**src/rtl/alu_pkg.sv**
```systemverilog
// Shared ALU opcodes, widths and scheduler state encoding.
package alu_pkg;

  localparam int unsigned DATA_W = 8;
  localparam int unsigned INST_W = 4;

  localparam logic [INST_W-1:0] ALU_NOP    = 4'd0;
  localparam logic [INST_W-1:0] ALU_ADD    = 4'd1;
  localparam logic [INST_W-1:0] ALU_SUB    = 4'd2;
  localparam logic [INST_W-1:0] ALU_AND    = 4'd3;
  localparam logic [INST_W-1:0] ALU_OR     = 4'd4;
  localparam logic [INST_W-1:0] ALU_XOR    = 4'd5;
  localparam logic [INST_W-1:0] ALU_NOT    = 4'd6;
  localparam logic [INST_W-1:0] ALU_SHL    = 4'd7;
  localparam logic [INST_W-1:0] ALU_SHR    = 4'd8;
  localparam logic [INST_W-1:0] ALU_EQ     = 4'd9;
  localparam logic [INST_W-1:0] ALU_OP_MAX = 4'd9;

  typedef enum logic [1:0] {
    StIdle,
    StExec,
    StSample,
    StResp
  } sched_state_e;

  function automatic logic op_illegal(input logic [INST_W-1:0] inst);
    return (inst == ALU_NOP) || (inst > ALU_OP_MAX);
  endfunction

endpackage

```
**src/rtl/rr_arbiter.sv**
```systemverilog
// Combinational round-robin arbiter: first request at or after ptr_i, wrapping.
module rr_arbiter #(
  parameter int unsigned NUM_REQ = 2,
  parameter int unsigned ID_W    = 1
) (
  input  logic [NUM_REQ-1:0] req_i,
  input  logic [ID_W-1:0]    ptr_i,
  output logic [NUM_REQ-1:0] gnt_o,
  output logic [ID_W-1:0]    idx_o
);

  logic [NUM_REQ-1:0] rot;
  logic [ID_W:0]      sum;
  logic               found;
  int                 off;

  always_comb begin
    // Rotate so bit 0 is the pointer position, then take the lowest set bit.
    rot   = NUM_REQ'({req_i, req_i} >> ptr_i);
    found = 1'b0;
    off   = 0;
    for (int k = NUM_REQ - 1; k >= 0; k--) begin
      if (rot[k]) begin
        found = 1'b1;
        off   = k;
      end
    end
    sum = {1'b0, ptr_i} + (ID_W + 1)'(off);
    if (sum >= (ID_W + 1)'(NUM_REQ)) begin
      sum = sum - (ID_W + 1)'(NUM_REQ);
    end
    idx_o = sum[ID_W-1:0];
    gnt_o = '0;
    for (int unsigned i = 0; i < NUM_REQ; i++) begin
      gnt_o[i] = found && (idx_o == ID_W'(i));
    end
  end

endmodule

```
**src/rtl/alu_sched.sv**
```systemverilog
// Round-robin scheduler sharing one registered 8-bit ALU among NUM_REQ requesters.
// Define ALU_OPCHECK_EN to answer illegal opcodes with resp_err instead of issuing them.
module alu_sched
  import alu_pkg::*;
#(
  parameter int unsigned NUM_REQ = 2,
  parameter int unsigned ID_W    = 1
) (
  input  logic                      clk,
  input  logic                      rst,
  input  logic [NUM_REQ-1:0]        req_valid,
  output logic [NUM_REQ-1:0]        req_ready,
  input  logic [INST_W*NUM_REQ-1:0] req_inst,
  input  logic [DATA_W*NUM_REQ-1:0] req_op1,
  input  logic [DATA_W*NUM_REQ-1:0] req_op2,
  output logic [NUM_REQ-1:0]        resp_valid,
  output logic [ID_W-1:0]           resp_id,
  output logic [DATA_W-1:0]         resp_data,
  output logic                      resp_err,
  output logic [INST_W-1:0]         alu_inst,
  output logic [DATA_W-1:0]         alu_operand_1,
  output logic [DATA_W-1:0]         alu_operand_2,
  input  logic [DATA_W-1:0]         alu_sol,
  output logic                      busy
);

  sched_state_e      state_q, state_d;
  logic [ID_W-1:0]   ptr_q, ptr_d, id_q, id_d;
  logic [INST_W-1:0] inst_q, inst_d;
  logic [DATA_W-1:0] op1_q, op1_d, op2_q, op2_d, data_q, data_d;
  logic              err_q, err_d;

  logic [NUM_REQ-1:0] gnt;
  logic [ID_W-1:0]    gnt_idx;
  logic [INST_W-1:0]  sel_inst;
  logic [DATA_W-1:0]  sel_op1, sel_op2;

  rr_arbiter #(
    .NUM_REQ(NUM_REQ),
    .ID_W   (ID_W)
  ) u_arb (
    .req_i(req_valid),
    .ptr_i(ptr_q),
    .gnt_o(gnt),
    .idx_o(gnt_idx)
  );

  // One-hot payload mux driven by the grant.
  always_comb begin
    sel_inst = '0;
    sel_op1  = '0;
    sel_op2  = '0;
    for (int unsigned i = 0; i < NUM_REQ; i++) begin
      if (gnt[i]) begin
        sel_inst = req_inst[i*INST_W +: INST_W];
        sel_op1  = req_op1[i*DATA_W +: DATA_W];
        sel_op2  = req_op2[i*DATA_W +: DATA_W];
      end
    end
  end

  always_comb begin
    state_d = state_q;
    ptr_d   = ptr_q;
    id_d    = id_q;
    inst_d  = inst_q;
    op1_d   = op1_q;
    op2_d   = op2_q;
    data_d  = data_q;
    err_d   = err_q;
    unique case (state_q)
      StIdle: begin
        if (|req_valid) begin
          ptr_d = (gnt_idx == ID_W'(NUM_REQ - 1)) ? '0 : gnt_idx + 1'b1;
          id_d  = gnt_idx;
`ifdef ALU_OPCHECK_EN
          if (op_illegal(sel_inst)) begin
            data_d  = '0;
            err_d   = 1'b1;
            state_d = StResp;
          end else begin
            inst_d  = sel_inst;
            op1_d   = sel_op1;
            op2_d   = sel_op2;
            state_d = StExec;
          end
`else
          inst_d  = sel_inst;
          op1_d   = sel_op1;
          op2_d   = sel_op2;
          state_d = StExec;
`endif
        end
      end
      StExec:   state_d = StSample;
      StSample: begin
        data_d  = alu_sol;
        err_d   = 1'b0;
        state_d = StResp;
      end
      StResp: begin
        inst_d  = ALU_NOP;
        state_d = StIdle;
      end
      default:  state_d = StIdle;
    endcase
  end

  always_ff @(posedge clk or posedge rst) begin
    if (rst) begin
      state_q <= StIdle;
      ptr_q   <= '0;
      id_q    <= '0;
      inst_q  <= ALU_NOP;
      op1_q   <= '0;
      op2_q   <= '0;
      data_q  <= '0;
      err_q   <= 1'b0;
    end else begin
      state_q <= state_d;
      ptr_q   <= ptr_d;
      id_q    <= id_d;
      inst_q  <= inst_d;
      op1_q   <= op1_d;
      op2_q   <= op2_d;
      data_q  <= data_d;
      err_q   <= err_d;
    end
  end

  always_comb begin
    req_ready  = '0;
    resp_valid = '0;
    resp_id    = '0;
    if (state_q == StIdle) begin
      req_ready = gnt;
    end
    if (state_q == StResp) begin
      resp_id = id_q;
      for (int unsigned i = 0; i < NUM_REQ; i++) begin
        resp_valid[i] = (id_q == ID_W'(i));
      end
    end
  end

  assign resp_data     = data_q;
  assign resp_err      = err_q;
  assign alu_inst      = inst_q;
  assign alu_operand_1 = op1_q;
  assign alu_operand_2 = op2_q;
  assign busy          = (state_q != StIdle);

endmodule

```
**config.mk**
```make
export PLATFORM = sky130hd
export DESIGN_NAME = alu_sched
export DESIGN_NICKNAME = d
export VERILOG_FILES = /design/src/rtl/alu_pkg.sv /design/src/rtl/rr_arbiter.sv /design/src/rtl/alu_sched.sv
export SDC_FILE = /design/constraint.sdc
export NUM_CORES = 1
export LEC_CHECK = 0
export CORE_ASPECT_RATIO = 0.9
export CORE_MARGIN = 4
export CORE_UTILIZATION = 38
export DETAILED_ROUTE_END_ITERATION = 7
export PLACE_DENSITY = 0.81
export SLEW_MARGIN = 0
export SYNTH_ARGS = -nofsm -noshare
export SYNTH_HDL_FRONTEND = slang
export SYNTH_HIERARCHICAL = 1
export SYNTH_SLANG_ARGS = --single-unit
```
**constraint.sdc**
```tcl
create_clock -name clk -period 1.5 [get_ports clk]
set_clock_uncertainty 0.05 [all_clocks]
set_input_delay 0.15 -clock clk [delete_from_list [all_inputs] [get_ports clk]]
set_output_delay 0.15 -clock clk [all_outputs]
set_load 0.01 [all_outputs]
```
==> flow_metrics.tcl, run 1 <==
set metrics [dict create \
    status "finished, final reports clean" \
    clkTransAtPathRegs_ns 0.06 \
    synth_cell_types 24 \
    yosys.area_share.simple_pct 8.53 \
    row_count 21 \
    initial_core_util_pct 40.5 \
    reg2reg_from "ptr_q" \
    wl_met2_um 1950 \
    routed_wl_um 4150 \
    pin_count 87 \
    cts_tree "done" \
    synth-adder-area-share_pct 3.14 \
    rsz0062_at_grt "yes" \
    timing_worst_setup_path_type "flop to flop" \
    synth.largest_area_cell "dfrtp_1" \
    synthCells 139 \
    antenna_found_initial 0 \
    final_cell_mix "clkdlybuf4s50_1 (79), dfrtp_1 (32), nand2_1 (20), o21ai_1 (18), buf_4 (12)" \
    layout.nets 293 \
    drive_above_1_share_pct 20.5 \
    fin_tns_setup_ns 0 \
    coreArea_sq_um 3840 \
    grt_pass1_wl_um 6210 \
    syn_nets 194 \
    clkLatencyLatePin_ns 0.27 \
    critPathRequiredTime_ns 1.61 \
    dp_worst_setup_slack_ns -0.312 \
    r2r-end "id_q" \
    synth-seq-cells 32 \
    ys_warn_count 6 \
    io_buffers 85 \
    min_period_over_period_pct 97.9 \
    synth_mux_area_share_pct 7.25 \
    synth_compound_area_share_pct 23.3 \
    dp_cells 275 \
    final_util_pct 70.0 \
    arrival_ns 1.58 \
    worstPathMaxFanout 3 \
    via_per_inst 4.81 \
    final_common_cell "clkdlybuf4s50_1" \
    cts-root-buf "clkbuf_8" \
    syn-cell-area_sq_um 1550 \
    synth.area.top_cells "dfrtp_1 (52%), a22oi_2 (8.1%), mux2_1 (7.2%), o21ai_1 (5.8%), nand2_1 (4.8%)" \
    synth-xor-area-share_pct 0 \
    dp_hpwl_um 3130 \
    antenna_left 0 \
    crit_path_end_kind "flop" \
    area_growth_pct 72.9 \
    htree_levels 2 \
    yosysSeqAreaShare_pct 51.5 \
    peakVddDrop_mv 0.915 \
    critical_path.startpoint "ptr_q" \
    highest_layer "met4" \
    rrSetupSlack_ns 0.03 \
    p_per_area_nw_per_um2 1710 \
    grt_pass1_vias 1304 \
    fp.dieH_um 68.7 \
    leakage_nw 1.15 \
    fmax_mhz 681 \
    r2r_cells 4 \
    cts_buffers 5 \
    maxCapViolations 0 \
    synth_top_family_by_area "compound AO/OA/AOI/OAI gates" \
    synth_top_area_share_pct 51.5 \
    drc 0 \
    drt-met1-wl_um 1680 \
    cts.sinks 32 \
    wl_met3_um 489 \
    start_kind "flop" \
    setup_viol 0 \
    grt_overflow 0 \
    dieArea_sq_um 5180 \
    p_total_mw 4.59 \
    hold_viol 0 \
    clk_path_buf_depth 2 \
    setup_ws_ns 0.0311 \
    finalMaxSlewViolations 0 \
    endpoint "id_q" \
    grt_util_all_layers_pct 16.3 \
    vias 1372 \
    wl_per_cell_um 14.6 \
    routabilityCongestion 0.764 \
    period_minus_slack_ns 1.47 \
    grt_max_degree 35 \
    drtIter0Drc 23 \
    drt_pass1_iterations 4 \
    die_x_um 75.4 \
    hold_path_class "primary input to async pin" \
    fin_cells 285 \
    antenna_cells 0 \
    postSynthAreaPerCell_sq_um 11.2 \
]
[cells by family (layout without fill, tap and decap cells)]
logic type / Yosys count / in the layout
mux: 10 / 10
buf+inv: 16 / 116
other cells: 1 / 1
simple gates: 30 / 30
fa+ha+maj: 4 / 4
compound gates: 46 / 46
flops: 32 / 32
[sequential cells by signal, summed over array words and instances, names as in the netlist]
signal / cells
alu_operand_1: 8
ptr_q: 1
alu_operand_2: 8
state_q: 2
alu_inst: 4
id_q: 1
resp_data: 8
[per-stage QoR]
step / hold slack, ns / instance area [sq um]
2_1_floorplan: 0.216 / 1550
3_3_place_gp: 0.416 / 2560
3_5_place_dp: 0.424 / 2560
4_1_cts: 0.220 / 2660
5_1_grt: 0.262 / 2690
6_report: 0.212 / 2690
[cells in the mapped netlist]
library cell  count
nor2b_1           1
and2_1            3
nand2_1          20
and3b_1           1
buf_4             3
nor2b_2           1
a22o_1            7
o21ai_4           1
inv_1             5
a31oi_1           1
a21oi_1           2
maj3_2            1
buf_2             6
a22oi_2          10
buf_6             2
ha_1              3
o21ai_1          18
mux2_1           10
a21o_1            1
dfrtp_1          32
o21a_1            1
a22oi_1           5
conb_1            1
nor2_1            4
[routing by layer]
metal | up-vias | GRT usage (%)
li1 | 681 | -
met1 | 628 | 19.1
met2 | 59 | 26.7
met3 | 4 | 7.54
met4 | 0 | 4.59
met5 | - | 0
[power by group]
group / internal, mW / switching (mW)
clock network: 0.374 / 0.294
registers: 1.25 / 0.212
logic: 1.43 / 1.03
total: 3.05 / 1.54
[what timing repair did]
action	CTS	global route
hold buffers	0	0
gates cloned	0	1
gates resized for setup	17	13
endpoints found under the setup margin	10	18
pin swaps	1	1
buffers inserted	1	0
[how the worst min path moves through the flow]
stage                       endpoint  slack [ns]        startpoint
finish              alu_operand_2[6]        0.21               rst
global route        alu_operand_2[5]        0.26               rst
CTS                 alu_operand_2[5]        0.22               rst
detailed placement  alu_operand_2[5]        0.42  alu_operand_2[5]
global placement        resp_data[0]        0.42      resp_data[0]
floorplan                alu_inst[0]        0.22               rst
[layout make-up]
class	instances	area (sq um)
clock buffer	8	90.1
fill	307	1150
inverter	5	18.8
multi-input combinational	91	687
sequential	32	801
tap	46	57.6
timing repair buffer	103	1030
[critical path, stage by stage, from the launching register on]
cell and delay (ns):
dfrtp_1 0.42, buf_4 0.16, buf_4 0.12, maj3_2 0.32
mux2_1 0.28
Note: power is estimated with default switching activity, not from simulation.
==> run 2, diff against run 1 <==
Settings changed: CORE_MARGIN 4 to 2, CORE_UTILIZATION 38 to 41, PLACE_DENSITY 0.81 to 0.87.
Clock period 1.5 ns to 1.7 ns, I/O delays scaled along.
==> run 2 against run 1 <==
Sequential cell count unchanged. First-iteration DRC count grew to 3.0 times the previous value. Total power decreased by 14%. Non-clock buffer count down 1. Final cell count shrank 0.35%. Register-to-register slack improved by 0.13 ns. Count of clock-buffer cells in the layout did not move. Die area down 17%. Critical endpoint is now busy. Largest power group unchanged. Highest routed layer unchanged.
==> flow_metrics.tcl, run 2 (same netlist as run 1, synthesis figures left out) <==
set metrics [dict create \
    routed_wl_um 3850 \
    fillers 286 \
    r2r-end "alu_operand_1[3]" \
    clkLatencyLatePin_ns 0.27 \
    finalInstanceArea_sq_um 2640 \
    dp_worst_setup_slack_ns -0.142 \
    highest_layer "met4" \
    holdBufCountCts 0 \
    wl_per_cell_um 13.6 \
    dp_hpwl_um 2920 \
    finalMaxSlewViolations 0 \
    setup_ws_ns 0.115 \
    grt_pass1_vias 1408 \
    antenna_found_initial 0 \
    cts-root-buf "clkbuf_8" \
    r2r_cells 6 \
    fmax_mhz 631 \
    hold_viol 0 \
    grt_max_degree 33 \
    maxCapViolations 0 \
    htree_levels 2 \
    routabilityCongestion 0.771 \
    fp.dieH_um 62.4 \
    period_minus_slack_ns 1.59 \
    wl_met2_um 2010 \
    area_growth_pct 69.7 \
    cts_tree "done" \
    timing_worst_setup_path_type "flop to primary output" \
    p_per_area_nw_per_um2 1490 \
    drtIter0Drc 68 \
    postPlaceCellArea_sq_um 2530 \
    start_kind "flop" \
    drive_above_1_share_pct 16.4 \
    row_count 21 \
    fin_hold_ws_ns 0.237 \
    crit_path_end_kind "primary output" \
    min_period_over_period_pct 93.2 \
    cts_buffers 5 \
    wl_met3_um 338 \
    arrival_ns 1.37 \
    drt-met1-wl_um 1470 \
    antenna_left 0 \
    critical_path.startpoint "state_q[1]" \
    pin_count 87 \
    leakage_nw 1.14 \
    grt_overflow 0 \
    critPathRequiredTime_ns 1.48 \
    rsz0062_at_grt "no" \
    coreArea_sq_um 3680 \
    drt_pass1_iterations 4 \
    drc 0 \
    hold_path_class "primary input to async pin" \
    dieArea_sq_um 4300 \
    final_cell_mix "clkdlybuf4s50_1 (79), dfrtp_1 (32), nand2_1 (20), o21ai_1 (18), buf_4 (15)" \
    reg2reg_from "ptr_q" \
    via_per_inst 4.81 \
    grt_pass1_wl_um 6330 \
    vias 1367 \
    io_buffers 85 \
    setup_viol 0 \
    clk_path_buf_depth 2 \
    final_common_cell "clkdlybuf4s50_1" \
    cts.sinks 32 \
    peakVddDrop_mv 0.917 \
    p_total_mw 3.93 \
    rrSetupSlack_ns 0.16 \
    layout.nets 292 \
    multi_input_area_sq_um 674 \
    fin_cells 284 \
    antenna_cells 0 \
    dp_cells 275 \
    status "finished, final reports clean" \
    worstPathMaxFanout 7 \
    initial_core_util_pct 42.2 \
    regArea_sq_um 801 \
    clkTransAtPathRegs_ns 0.06 \
    grt_util_all_layers_pct 19.9 \
    die_x_um 68.9 \
]
run 2: cell count changes in the layout (fill, tap and decap cells not counted), sizes merged:
cell	before	now
buf	20	17
clkbuf	11	8
clkdlybuf4s15	1	0
dlygate4sd2	0	6
run 2: area by class of cell:
| type | count | share of cell area [%] |
|---|---|---|
| clock buffer | 8 | 3.42 |
| inverter | 5 | 0.712 |
| multi-input combinational | 91 | 25.6 |
| sequential | 32 | 30.4 |
| tap | 46 | 2.18 |
| timing repair buffer | 102 | 37.8 |
run 2: how the worst max path moves through the flow:
stage / to / slack (ns) / depth (start not counted)
2_1_floorplan: alu_inst[0] / 0.36 / 6
3_3_place_gp: req_ready[0] / -0.12 / 5
3_5_place_dp: alu_operand_1[1] / -0.14 / 8
4_1_cts: alu_operand_1[3] / 0.12 / 8
5_1_grt: alu_operand_1[3] / 0.007 / 8
6_report: busy / 0.11 / 5
run 2: critical path: stages, from the launching register on:
cell and delay [ns]:
dfrtp_1 0.40, inv_1 0.11, ha_4 0.17, buf_4 0.11
inv_1 0.03, dlygate4sd2_1 0.27
run 2: power breakdown:
| group | switching [mW] | leakage, nW | internal [mW] |
|---|---|---|---|
| Sequential | 0.184 | 0.403 | 1.10 |
| Combinational | 0.887 | 0.687 | 1.18 |
| Clock | 0.249 | 0.0455 | 0.329 |
| Total | 1.32 | 1.14 | 2.61 |
run 2: what timing repair did:
item	CTS	global route
resized for setup	10	0
buffers inserted	1	0
endpoints found under the setup margin	6	0
run 2: metrics by stage:
step | utilization [%] | TNS [ns]
after floorplan | - | 0
after global placement | 68.8 | -1.78
after detailed placement | 68.8 | -2.32
after CTS | 71.7 | 0
after global routing | 71.7 | 0
final | 71.7 | 0
run 2: metal layers:
layer | up-vias | GRT usage, %
li1 | 683 | -
met1 | 626 | 22.6
met2 | 53 | 34.5
met3 | 5 | 7.21
met4 | 0 | 5.15
met5 | - | 0
==> run 3, diff against run 2 <==
Settings changed: CAP_MARGIN from default to 15.
==> results of run 3 <==
The final DEF is identical to that of run 2; final timing and power are the same.
